==> src/rtl/instr_issue_queue.sv <==
// Instruction issue queue: buffers host-written instruction words in a FIFO
// and issues them one at a time to the processor over a valid/ready handshake.
// Free-run, single-step and halt-marker control; status for host readback.
module instr_issue_queue #(
  parameter int unsigned             DEPTH_LOG2  = 4,
  parameter int unsigned             INSTR_WIDTH = 16,
  parameter logic [INSTR_WIDTH-1:0]  HALT_OPCODE = 16'hFFFF
) (
  input  logic                   S_AXI_ACLK,
  input  logic                   S_AXI_ARESETN,
  input  logic                   push_valid,
  input  logic [INSTR_WIDTH-1:0] push_data,
  output logic                   push_ready,
  input  logic                   flush,
  input  logic                   run_en,
  input  logic                   step,
  input  logic                   resume,
  output logic                   instr_valid,
  output logic [INSTR_WIDTH-1:0] instr_data,
  input  logic                   instr_ready,
  output logic [DEPTH_LOG2:0]    fifo_count,
  output logic                   fifo_empty,
  output logic                   fifo_full,
  output logic                   overflow,
  output logic                   halted,
  output logic [15:0]            issued_count
);

  localparam int unsigned             DEPTH  = 1 << DEPTH_LOG2;
  localparam logic [DEPTH_LOG2:0]     C_FULL = {1'b1, {DEPTH_LOG2{1'b0}}};
  localparam logic [DEPTH_LOG2:0]     C_ONE  = {{DEPTH_LOG2{1'b0}}, 1'b1};
  localparam logic [DEPTH_LOG2-1:0]   C_PINC = {{(DEPTH_LOG2-1){1'b0}}, 1'b1};

  typedef enum logic [1:0] {
    ST_IDLE   = 2'd0,
    ST_RUN    = 2'd1,
    ST_STEP   = 2'd2,
    ST_HALTED = 2'd3
  } state_t;

  state_t                  r_state;
  logic [INSTR_WIDTH-1:0]  r_mem [DEPTH];
  logic [DEPTH_LOG2-1:0]   r_wr_ptr;
  logic [DEPTH_LOG2-1:0]   r_rd_ptr;
  logic [DEPTH_LOG2:0]     r_count;
  logic                    r_overflow;
  logic                    r_instr_valid;
  logic [INSTR_WIDTH-1:0]  r_instr_data;
  logic [15:0]             r_issued;

  logic                    w_full;
  logic                    w_empty;
  logic                    w_push;
  logic [INSTR_WIDTH-1:0]  w_head;
  logic                    w_head_halt;
  logic                    w_permit;
  logic                    w_slot;
  logic                    w_pop;
  logic                    w_load;
  logic                    w_halt_pop;
  logic                    w_handshake;

  assign w_full      = (r_count == C_FULL);
  assign w_empty     = (r_count == '0);
  assign w_push      = push_valid && !w_full && !flush;
  assign w_head      = r_mem[r_rd_ptr];
  assign w_head_halt = (w_head == HALT_OPCODE);
  assign w_permit    = (r_state == ST_RUN) || (r_state == ST_STEP);
  assign w_slot      = !r_instr_valid || instr_ready;
  // A pop either loads the head into the output register or discards a halt marker.
  assign w_pop       = w_slot && !w_empty && w_permit && !flush;
  assign w_load      = w_pop && !w_head_halt;
  assign w_halt_pop  = w_pop && w_head_halt;
  assign w_handshake = r_instr_valid && instr_ready;

  // FIFO storage write; contents need no reset since pointers/count gate all reads
  always_ff @(posedge S_AXI_ACLK) begin
    if (w_push) r_mem[r_wr_ptr] <= push_data;
  end

  // FIFO pointers, occupancy and sticky overflow
  always_ff @(posedge S_AXI_ACLK or negedge S_AXI_ARESETN) begin
    if (!S_AXI_ARESETN) begin
      r_wr_ptr   <= '0;
      r_rd_ptr   <= '0;
      r_count    <= '0;
      r_overflow <= 1'b0;
    end else if (flush) begin
      r_wr_ptr   <= '0;
      r_rd_ptr   <= '0;
      r_count    <= '0;
      r_overflow <= 1'b0;
    end else begin
      if (w_push) r_wr_ptr <= r_wr_ptr + C_PINC;
      if (w_pop)  r_rd_ptr <= r_rd_ptr + C_PINC;
      case ({w_push, w_pop})
        2'b10:   r_count <= r_count + C_ONE;
        2'b01:   r_count <= r_count - C_ONE;
        default: r_count <= r_count;
      endcase
      if (push_valid && w_full) r_overflow <= 1'b1;
    end
  end

  // Issue control FSM
  always_ff @(posedge S_AXI_ACLK or negedge S_AXI_ARESETN) begin
    if (!S_AXI_ARESETN) begin
      r_state <= ST_IDLE;
    end else if (flush) begin
      r_state <= ST_IDLE;
    end else begin
      case (r_state)
        ST_IDLE: begin
          if (run_en)    r_state <= ST_RUN;
          else if (step) r_state <= ST_STEP;
        end
        ST_RUN: begin
          if (w_halt_pop)   r_state <= ST_HALTED;
          else if (!run_en) r_state <= ST_IDLE;
        end
        ST_STEP: begin
          if (w_halt_pop)  r_state <= ST_HALTED;
          else if (w_load) r_state <= ST_IDLE;
        end
        ST_HALTED: begin
          if (resume) r_state <= ST_IDLE;
        end
        default: r_state <= ST_IDLE;
      endcase
    end
  end

  // Output register: load head when slot frees, clear on handshake, hold otherwise
  always_ff @(posedge S_AXI_ACLK or negedge S_AXI_ARESETN) begin
    if (!S_AXI_ARESETN) begin
      r_instr_valid <= 1'b0;
      r_instr_data  <= '0;
    end else if (flush) begin
      r_instr_valid <= 1'b0;
    end else if (w_load) begin
      r_instr_valid <= 1'b1;
      r_instr_data  <= w_head;
    end else if (w_handshake) begin
      r_instr_valid <= 1'b0;
    end
  end

  // Completed-handshake counter; survives flush, wraps naturally
  always_ff @(posedge S_AXI_ACLK or negedge S_AXI_ARESETN) begin
    if (!S_AXI_ARESETN)   r_issued <= '0;
    else if (w_handshake) r_issued <= r_issued + 16'd1;
  end

  assign push_ready   = !w_full;
  assign instr_valid  = r_instr_valid;
  assign instr_data   = r_instr_data;
  assign fifo_count   = r_count;
  assign fifo_empty   = w_empty;
  assign fifo_full    = w_full;
  assign overflow     = r_overflow;
  assign halted       = (r_state == ST_HALTED);
  assign issued_count = r_issued;

endmodule

==> config.mk <==
export PLATFORM = sky130hd
export DESIGN_NAME = instr_issue_queue
export DESIGN_NICKNAME = d
export VERILOG_FILES = /design/src/rtl/instr_issue_queue.sv
export SDC_FILE = /design/constraint.sdc
export NUM_CORES = 1
export LEC_CHECK = 0
export BUFFER_PORTS_ARGS = -buffer_cell sky130_fd_sc_hd__buf_4
export CORE_ASPECT_RATIO = 1.25
export CORE_UTILIZATION = 40
export DETAILED_ROUTE_END_ITERATION = 8
export PLACE_DENSITY = 0.55
export SLEW_MARGIN = 15
export SYNTH_ARGS = -nofsm -noshare
export SYNTH_HDL_FRONTEND = slang
export SYNTH_SLANG_ARGS = --single-unit
==> constraint.sdc <==
create_clock -name S_AXI_ACLK -period 3.5 [get_ports S_AXI_ACLK]
set_clock_uncertainty 0.1 [all_clocks]
set_input_delay 0.35 -clock S_AXI_ACLK [delete_from_list [all_inputs] [get_ports S_AXI_ACLK]]
set_output_delay 0.35 -clock S_AXI_ACLK [all_outputs]
set_load 0.05 [all_outputs]
== Word-level counts from Yosys, hierarchy flattened ==
Memory sizes are Yosys's and may differ from the RTL's.
Index checks and enable logic that the tools add are counted.

* Logic and storage cells: 73
* Memories: 1
* Register bits after elaboration: 49
* Output and inout bits: 43
* Bits in writable memories: 256
* Input port bits: 24

{| class="wikitable"
|+ Memories
! name !! depth !! bits a word !! rd ports !! clocked after Yosys merged registers in !! write ports !! RTL line !! text
|-
| r_mem || 16 || 16 || 1 || 0 || 1 || 42 || <nowiki>logic [INSTR_WIDTH-1:0] r_mem [DEPTH];</nowiki>
|}

* Add/sub/neg operators: 5
* Reduce and logical (&&, ||, !) cells: 25
* Bitwise gates (word level): 1
* Multiplexer cells: 22
* Eq/ne operators: 11

{| class="wikitable"
|+ Operators by type and width
! kind !! count
|-
| $add A16 B1 Y16 const B || 1
|-
| $eq A16 B16 Y1 const B || 1
|-
| $mux W2 || 8
|-
| $mux W4 || 4
|-
| $ne A4 B4 Y1 const B || 3
|-
| $pmux W5 S2 || 1
|-
| $logic_and A1 B1 Y1 || 9
|-
| $add A4 B1 Y4 const B || 2
|-
| $pmux W2 S4 || 1
|-
| $mux W1 || 7
|-
| $eq A2 B2 Y1 const B || 3
|-
| $reduce_bool A2 Y1 || 3
|-
| $reduce_bool A3 Y1 || 2
|-
| $add A5 B1 Y5 const B || 1
|-
| $eq A5 B5 Y1 const B || 1
|-
| $logic_not A1 Y1 || 5
|-
| $logic_not A5 Y1 || 1
|-
| $mux W5 || 1
|-
| $sub A5 B1 Y5 const B || 1
|-
| $eq A2 B1 Y1 const B || 2
|-
| $reduce_and A4 Y1 || 1
|-
| $ne A3 B3 Y1 const B || 1
|-
| $logic_not A2 Y1 || 1
|-
| $logic_or A1 B1 Y1 || 2
|-
| other kinds (2) || 2
|}

== Logic depth before layout (Yosys ltp) ==
Gate-level depths: netlist of the first run.

* Depth in word-level cells: 10
* Depth in mapped cells: 15
* Depth with buffers taken out: 14

== Worst setup path before layout of the first run ==
No wires, ideal clock.

* Path kind: register to register
* From: register r_count[1] (netlist: fifo_count[1])
* To: register r_count[4] (netlist: fifo_count[4])
* Data arrival time: 3480 ps
* Data required time: 3268 ps
* Period minus slack after synthesis: 3712 ps
* Path buffers: 1
* Library setup time: 132 ps
* Slack: -212 ps
* Stages on the path, launching flop included: 15
* Cell sequence: dfrtp_1 nor4_1 nor2b_1 or2_2 clkbuf_1 nor2_1 nand2_1 inv_1 ha_1 a21o_1 a21oi_1 nor3_1 a21oi_1 xor2_1 nor2_1

* Longest elaborated chain between the ends: 8
* Elaborated cells on any way between the ends: 16
* Those cells by class: 2 x add/sub; 3 x eq/ne; 2 x mux; 9 x reduce/logical

{| class="wikitable"
|+ RTL lines
! item !! RTL line !! text
|-
| start: declaration || 45 || <nowiki>logic [DEPTH_LOG2:0] r_count;</nowiki>
|-
| start signal: assignment || 97 || <nowiki>2'b10: r_count <= r_count + C_ONE;</nowiki>
|-
| start signal: assignment || 98 || <nowiki>2'b01: r_count <= r_count - C_ONE;</nowiki>
|-
| start signal: assignment || 99 || <nowiki>default: r_count <= r_count;</nowiki>
|-
| $logic_not A5 Y1 (*) || 64 || <nowiki>assign w_empty = (r_count == '0);</nowiki>
|-
| net fifo_empty || 22 || <nowiki>output logic fifo_empty,</nowiki>
|-
| $logic_not A1 Y1 (*) || 71 || <nowiki>assign w_pop = w_slot && !w_empty && w_permit && !flush;</nowiki>
|-
| $logic_and A1 B1 Y1 (*) (3 in a row) || 71 ||
|-
| $eq A2 B1 Y1 / $eq A2 B2 Y1 (equally long branches) || 96 || <nowiki>case ({w_push, w_pop})</nowiki>
|-
| $pmux W5 S2 || 96 ||
|-
| $mux W5 || 88 || <nowiki>end else if (flush) begin</nowiki>
|}

Mark *: on every way through the listed nets, which the timed path passes. The rest lies on a longest branch.
A chain may end at the register's enable or synchronous reset.

== Final worst setup path of the first run ==
* From: register r_rd_ptr[1]
* To: register r_instr_data[4] (netlist: instr_data[4])

* Longest elaborated chain between the ends: 5

{| class="wikitable"
|+ RTL lines
! item !! RTL line !! text
|-
| start: declaration || 44 || <nowiki>logic [DEPTH_LOG2-1:0] r_rd_ptr;</nowiki>
|-
| start signal: assignment || 95 || <nowiki>if (w_pop) r_rd_ptr <= r_rd_ptr + C_PINC;</nowiki>
|-
| $mem_v2 Z16 W16 (*) || - ||
|-
| $eq A16 B16 Y1 || 67 || <nowiki>assign w_head_halt = (w_head == HALT_OPCODE);</nowiki>
|-
| $logic_not A1 Y1 || 72 || <nowiki>assign w_load = w_pop && !w_head_halt;</nowiki>
|-
| $logic_and A1 B1 Y1 || 72 ||
|-
| $reduce_and A2 Y1 (no line) || - ||
|-
| end signal: assignment || 142 || <nowiki>r_instr_data <= w_head;</nowiki>
|-
| end: declaration || 48 || <nowiki>logic [INSTR_WIDTH-1:0] r_instr_data;</nowiki>
|}

Every way passes the cells marked *; elsewhere a longest branch is shown, timed or not.

==> results of run 1 <==
==> cell usage after synthesis, types with 7 or more instances <==
master and n:
mux4_2 33, mux2i_1 51, a22oi_1 20, nand2_1 40
xnor2_1 16, clkbuf_1 14, mux2_2 8, mux4_1 8
nor2_1 35, nand3_1 11, inv_1 11, o21ai_0 14
a21oi_1 7, buf_2 7, dfrtp_1 49, a221oi_1 24
xor2_1 9, ha_1 14, nor3_1 7, mux2_4 9
edfxtp_1 256
==> layout make-up <==
class | count | area, sq um | share of cell area [%]
Inverter | 11 | 41.29 | 0.2822
Multi-Input combinational cell | 346 | 3254 | 22.24
Tap cell | 401 | 501.7 | 3.429
Clock inverter | 23 | 188.9 | 1.291
Sequential cell | 305 | 8919 | 60.95
Timing Repair Buffer | 115 | 943.4 | 6.448
Clock buffer | 33 | 783.3 | 5.353
==> power by group through the flow <==
stage | combinational (mW) | clock [mW] | sequential (mW)
after floorplan | 1.30 | 0 | 4.77
after global placement | 2.29 | 0 | 4.39
after detailed placement | 2.32 | 0 | 4.39
after CTS | 2.34 | 3.22 | 4.32
after global routing | 2.47 | 3.35 | 4.34
final | 2.30 | 3.15 | 4.32
==> worst max-delay path, cell delays in order, from the launching register on <==
cell and delay [ns]:
dfrtp_2 0.41, buf_4 0.21, and2_1 0.22, buf_4 0.20
buf_4 0.19, a221oi_1 0.33, o21ai_0 0.16, a22oi_1 0.28
nand4_2 0.23, o21ai_4 0.20, buf_4 0.25, mux2_2 0.36
==> path summary, 6_finish.rpt <==
kind                       slack [ns]                            to                         start  cells after the start
setup / recovery                 0.24     instr_data[4]$_DFFE_PN0P_       r_rd_ptr[1]$_DFFE_PN0P_                     11
hold / removal                   0.02        r_mem[7][12]$_DFFE_PP_                 push_data[12]                      1
setup reg to reg                 0.24     instr_data[4]$_DFFE_PN0P_       r_rd_ptr[1]$_DFFE_PN0P_                     11
hold reg to reg                  0.38  issued_count[15]$_DFFE_PN0P_  issued_count[15]$_DFFE_PN0P_                      1
max in group asynchronous        2.51       r_rd_ptr[0]$_DFFE_PN0P_                 S_AXI_ARESETN                      2
min in group asynchronous        0.28          overflow$_DFFE_PN0P_                 S_AXI_ARESETN                      2
==> logic make-up after synthesis <==
group,synth area share [%]
buf+inv,2.396
flops,71.72
mux,13.59
compound gates,4.440
fa+ha+maj,1.571
xor+xnor,1.762
simple gates,4.520
==> per-layer routing <==
layer	GRT usage [%]	vias up
li1	-	2964
met1	22.82	3353
met5	0	-
met3	2.325	42
met2	33.07	189
met4	6.090	0
==> state kept, by name, summed over array words and instances, names as in the netlist, 2 cells and up <==
| signal | cells |
|---|---|
| instr_data | 16 |
| fifo_count | 5 |
| r_rd_ptr | 4 |
| issued_count | 16 |
| r_wr_ptr | 4 |
| r_mem | 256 |
| r_state | 2 |
==> placed cells by master, fill, tap and decap left out, types with 5 or more instances in the layout <==
cell type / instances
mux4_2: 33
a221oi_1: 24
xor2_1: 9
inv_1: 11
a21oi_1: 7
nor2_2: 6
mux4_1: 8
and2_1: 5
a22oi_1: 20
ha_1: 14
clkinv_1: 12
clkbuf_16: 31
mux2i_1: 51
dfrtp_1: 47
nor2_1: 29
mux2_4: 9
edfxtp_1: 256
xnor2_1: 16
buf_4: 95
nand3_1: 11
nand2_1: 40
dlygate4sd3_1: 17
o21ai_0: 14
mux2_2: 8
==> stage by stage <==
stage	area (sq um)	total power [mW]	util, %
2_1_floorplan	12430	6.069	-
3_5_place_dp	13490	6.718	44.53
6_report	14630	9.777	48.30
5_1_grt	14630	10.16	48.30
3_3_place_gp	13490	6.682	44.53
4_1_cts	14630	9.887	48.30
==> timing repair <==
| item | CTS | global route |
|---|---|---|
| gates resized for setup | 0 | 0 |
| endpoints found under the hold margin | 290 | 0 |
| hold buffers | 17 | 0 |
==> results_dict.tcl, run 1 <==
set metrics [dict create \
    status "finished clean" \
    fin_cells 1234 \
    dp_worst_setup_slack_ns 0.2780 \
    synth_top_area_share_pct 61.85 \
    fillCellCount 2491 \
    critPathRequiredTime_ns 3.84 \
    start_util_pct 41.03 \
    fmax_mhz 306.9 \
    period_minus_slack_ns 3.258 \
    core_area_sq_um 30290 \
    final_layout_size_suffix_gt1_share_pct 24.85 \
    pwr-share-seq_pct 44.2 \
    dpl.hpwl_um 17440 \
    clockBufferDepth 3 \
    nets 848 \
    post-cts-setup-buffers 0 \
    track_usage_pct 18.33 \
    io_buffers 66 \
    internal-power_mw 6.916 \
    synth.area.top_cells "edfxtp_1 (62%), dfrtp_1 (9.9%), mux4_2 (6.0%)" \
    ys_ff_latch 305 \
    antenna_cells 0 \
    max_cap_viol_count 0 \
    worst_pin_slew_ns 1.065 \
    synthToLayoutAreaGrowth_pct 17.73 \
    wirelength_um 28040 \
    synth_top_area_cell "edfxtp_1" \
    gp_routability_congestion 0.8072 \
    ir_drop_v 0.0005515 \
    min_period_over_period_pct 93.10 \
    p_per_area_nw_per_um2 668.2 \
    power_frac_clock_pct 32.3 \
    hp-class "input port to flip-flop" \
    root_buffer "clkbuf_16" \
    antenna_found_initial 0 \
    top_layer_used "met4" \
    clk_latency_ns 0.56 \
    whs_ns 0.01620 \
    wl_met3_um 1285 \
    synth-edff-count 256 \
    grt_pass1_wl_um 42900 \
    vias 6548 \
    place_inst 1161 \
    grt_pass1_vias 6936 \
    endpoint_kind "flip-flop" \
    synthFlopType "edfxtp_1" \
    dr.first_iter.drc_count 448 \
    die_w_um 159.7 \
    netlist_area_sq_um 12430 \
    final.setup.tns_ns 0 \
    yosys_warnings 0 \
    rsz0062_at_grt "no" \
    ys_seq_area_share_pct 71.72 \
    cts.htree.levels 1 \
    finalHoldViolCount 0 \
    setup-violations-final 0 \
    path_clk_slew_ns 0.07 \
    met1_length_um 11310 \
    p_sw_mw 2.861 \
    crit_fanout 13 \
    grt_overflow 0 \
    cts_tree "yes" \
    row_count 71 \
    swShare_pct 29.26 \
    die_h_um 199.1 \
    critPathKind "flip-flop to flip-flop" \
    dieArea_sq_um 31780 \
    setup_slack_ns 0.2416 \
    clkSinkCount 305 \
    viasPerCell 5.306 \
    start_kind "flip-flop" \
    power_leakage_nw 5.144 \
    drcViolationCount 0 \
    boundaryPins 67 \
    report.final.slew_viol_count 0 \
    grt_max_degree 50 \
    postRouteAntennaNets 0 \
    cts_made_buffers 30 \
    drt_pre_antenna_iters 5 \
    crit_arrival_ns 3.60 \
    synthArstFlopShare_pct 16.07 \
    syn_inst 696 \
    dr_wl_met2_um 14740 \
    share_comb_of_total_power_pct 23.6 \
    synth_nets 735 \
    yosysUniqueCellTypes 44 \
    avgRoutedWirePerCell_um 22.72 \
    syn_avg_cell_area_sq_um 17.86 \
    slew-limit-headroom_pct 28.87 \
]
(Power assumes the default switching activity.)
==> run 2: changes to the inputs <==
- RECOVER_POWER: unset -> 25
==> run 2 against run 1 <==
Against the previous run: cell count stayed put; setup slack lost 0.016 ns; clock power about the same; power about the same; critical endpoint unchanged; register-to-register slack worse by 0.02 ns; critical path type unchanged; highest routed layer unchanged; fmax down 0.50%; routed wire length barely moved.
==> results_dict.tcl, run 2 (synthesis results as in run 1) <==
set metrics [dict create \
    status "finished clean" \
    final.setup.tns_ns 0 \
    gp_routability_congestion 0.8072 \
    fin_total_pwr_mw 9.773 \
    setup-violations-final 0 \
    grt_pass1_vias 6936 \
    critPathTopFamily "compound AO/OA/AOI/OAI gates" \
    fmax_mhz 305.4 \
    root_buffer "clkbuf_16" \
    cts_made_buffers 30 \
    crit_fanout 13 \
    cts.htree.levels 1 \
    largest_register_ffs 256 \
    endpoint_kind "flip-flop" \
    final_layout_size_suffix_gt1_share_pct 23.41 \
    grt_overflow 0 \
    io_buffers 66 \
    seqCellArea_sq_um 8919 \
    post-cts-setup-buffers 0 \
    dieArea_sq_um 31780 \
    finalHoldViolCount 0 \
    row_count 71 \
    crit_arrival_ns 3.62 \
    cpMostUsedCell "buf_4" \
    layout_commonest_cell "edfxtp_1" \
    track_usage_pct 18.33 \
    final_area_sq_um 14590 \
    mostFrequentLayoutCells "edfxtp_1 (256), buf_4 (83), mux2i_1 (51), dfrtp_1 (47), nand2_1 (40)" \
    critPathKind "flip-flop to flip-flop" \
    grt_pass1_wl_um 42900 \
    period_minus_slack_ns 3.275 \
    vias 6568 \
    fillCellCount 2505 \
    p_per_area_nw_per_um2 670.0 \
    critPathRequiredTime_ns 3.84 \
    antenna_cells 0 \
    path_buf_inv 4 \
    cts_tree "yes" \
    core_area_sq_um 30290 \
    clockBufferDepth 3 \
    postRouteAntennaNets 0 \
    ctsResizeCount 0 \
    worstPathCellList "buf_4 > and2_1 > buf_4 > buf_4 > a221oi_1 > o21ai_0 > a22oi_1 > nand4_2 > o21ai_4 > buf_4 > mux2_2" \
    wirelength_um 28050 \
    drt_pre_antenna_iters 5 \
    dr.first_iter.drc_count 454 \
    drcViolationCount 0 \
    whs_ns 0.02214 \
    path_clk_slew_ns 0.07 \
    die_h_um 199.1 \
    start_util_pct 41.03 \
    start_kind "flip-flop" \
    regMostFlops "r_mem" \
    nets 848 \
    worst_pin_slew_ns 1.087 \
    clkSinkCount 305 \
    slew-limit-headroom_pct 27.38 \
    min_period_over_period_pct 93.56 \
    hp-class "input port to flip-flop" \
    power_leakage_nw 5.100 \
    pwr-share-seq_pct 44.2 \
    clk_latency_ns 0.56 \
    die_w_um 159.7 \
    rsz0062_at_grt "no" \
    share_comb_of_total_power_pct 23.5 \
    post_dp_cell_area_sq_um 13490 \
    report.final.slew_viol_count 0 \
    synthToLayoutAreaGrowth_pct 17.37 \
    grt_max_degree 50 \
    ir_drop_v 0.0005554 \
    finish.utilization_pct 48.15 \
    max_stage_delay_ns 0.41 \
    dpl.hpwl_um 17440 \
    cpMaxStageDelayCell "dfrtp_2" \
    internal-power_mw 6.911 \
    antenna_found_initial 0 \
    multi_input_area_sq_um 3254 \
    p_sw_mw 2.862 \
    max_cap_viol_count 0 \
    boundaryPins 67 \
    avgRoutedWirePerCell_um 22.73 \
    power_frac_clock_pct 32.3 \
    viasPerCell 5.323 \
    swShare_pct 29.29 \
]
[run 2: worst reg2reg max path, cell delays in order (launching register included)]
cell	delay [ns]
dfrtp_2	0.41
buf_4	0.21
and2_1	0.22
buf_4	0.20
buf_4	0.19
a221oi_1	0.34
o21ai_0	0.18
a22oi_1	0.27
nand4_2	0.22
o21ai_4	0.20
buf_4	0.25
mux2_2	0.37
[run 2: timing repair]
action / 4_1_cts / 5_1_grt
setup endpoints to repair: 0 / 0
hold buffers: 17 / 0
hold endpoints to repair: 290 / 0
[run 2: cell type report]
type / instances / share of cell area, %
sequential: 305 / 61.14
clock buffer: 33 / 5.370
clock inverter: 23 / 1.295
inverter: 11 / 0.2831
timing repair buffer: 115 / 6.159
tap: 401 / 3.440
multi-input combinational: 346 / 22.31
[run 2: power groups by stage]
stage | combinational, mW | clock [mW] | sequential, mW
after detailed placement | 2.32 | 0 | 4.39
after CTS | 2.34 | 3.22 | 4.32
final | 2.30 | 3.15 | 4.32
after floorplan | 1.30 | 0 | 4.77
after global placement | 2.29 | 0 | 4.39
after global routing | 2.46 | 3.35 | 4.34
[run 2: through the flow]
stage	std cells	worst slack (ns)
3_3_place_gp	1161	0.3492
2_1_floorplan	696	0.07960
4_1_cts	1234	0.2670
3_5_place_dp	1161	0.2780
6_report	1234	0.2253
5_1_grt	1234	0.04977
[run 2: worst paths after layout]
kind / end / slack, ns / cells after the start / start
max: instr_data[4]$_DFFE_PN0P_ / 0.23 / 11 / r_rd_ptr[1]$_DFFE_PN0P_
min: r_rd_ptr[0]$_DFFE_PN0P_ / 0.02 / 2 / flush
max reg2reg: instr_data[4]$_DFFE_PN0P_ / 0.23 / 11 / r_rd_ptr[1]$_DFFE_PN0P_
min reg2reg: issued_count[15]$_DFFE_PN0P_ / 0.38 / 1 / issued_count[15]$_DFFE_PN0P_
max in group asynchronous: r_rd_ptr[0]$_DFFE_PN0P_ / 2.51 / 2 / S_AXI_ARESETN
min in group asynchronous: overflow$_DFFE_PN0P_ / 0.28 / 2 / S_AXI_ARESETN
[run 2: per-layer routing]
metal	share of wire (%)	track usage, %	routed length, um
met1	41	22.82	11360
met5	0	0	0
met2	53	33.07	14750
met3	4.5	2.325	1251
met4	2.5	6.090	688
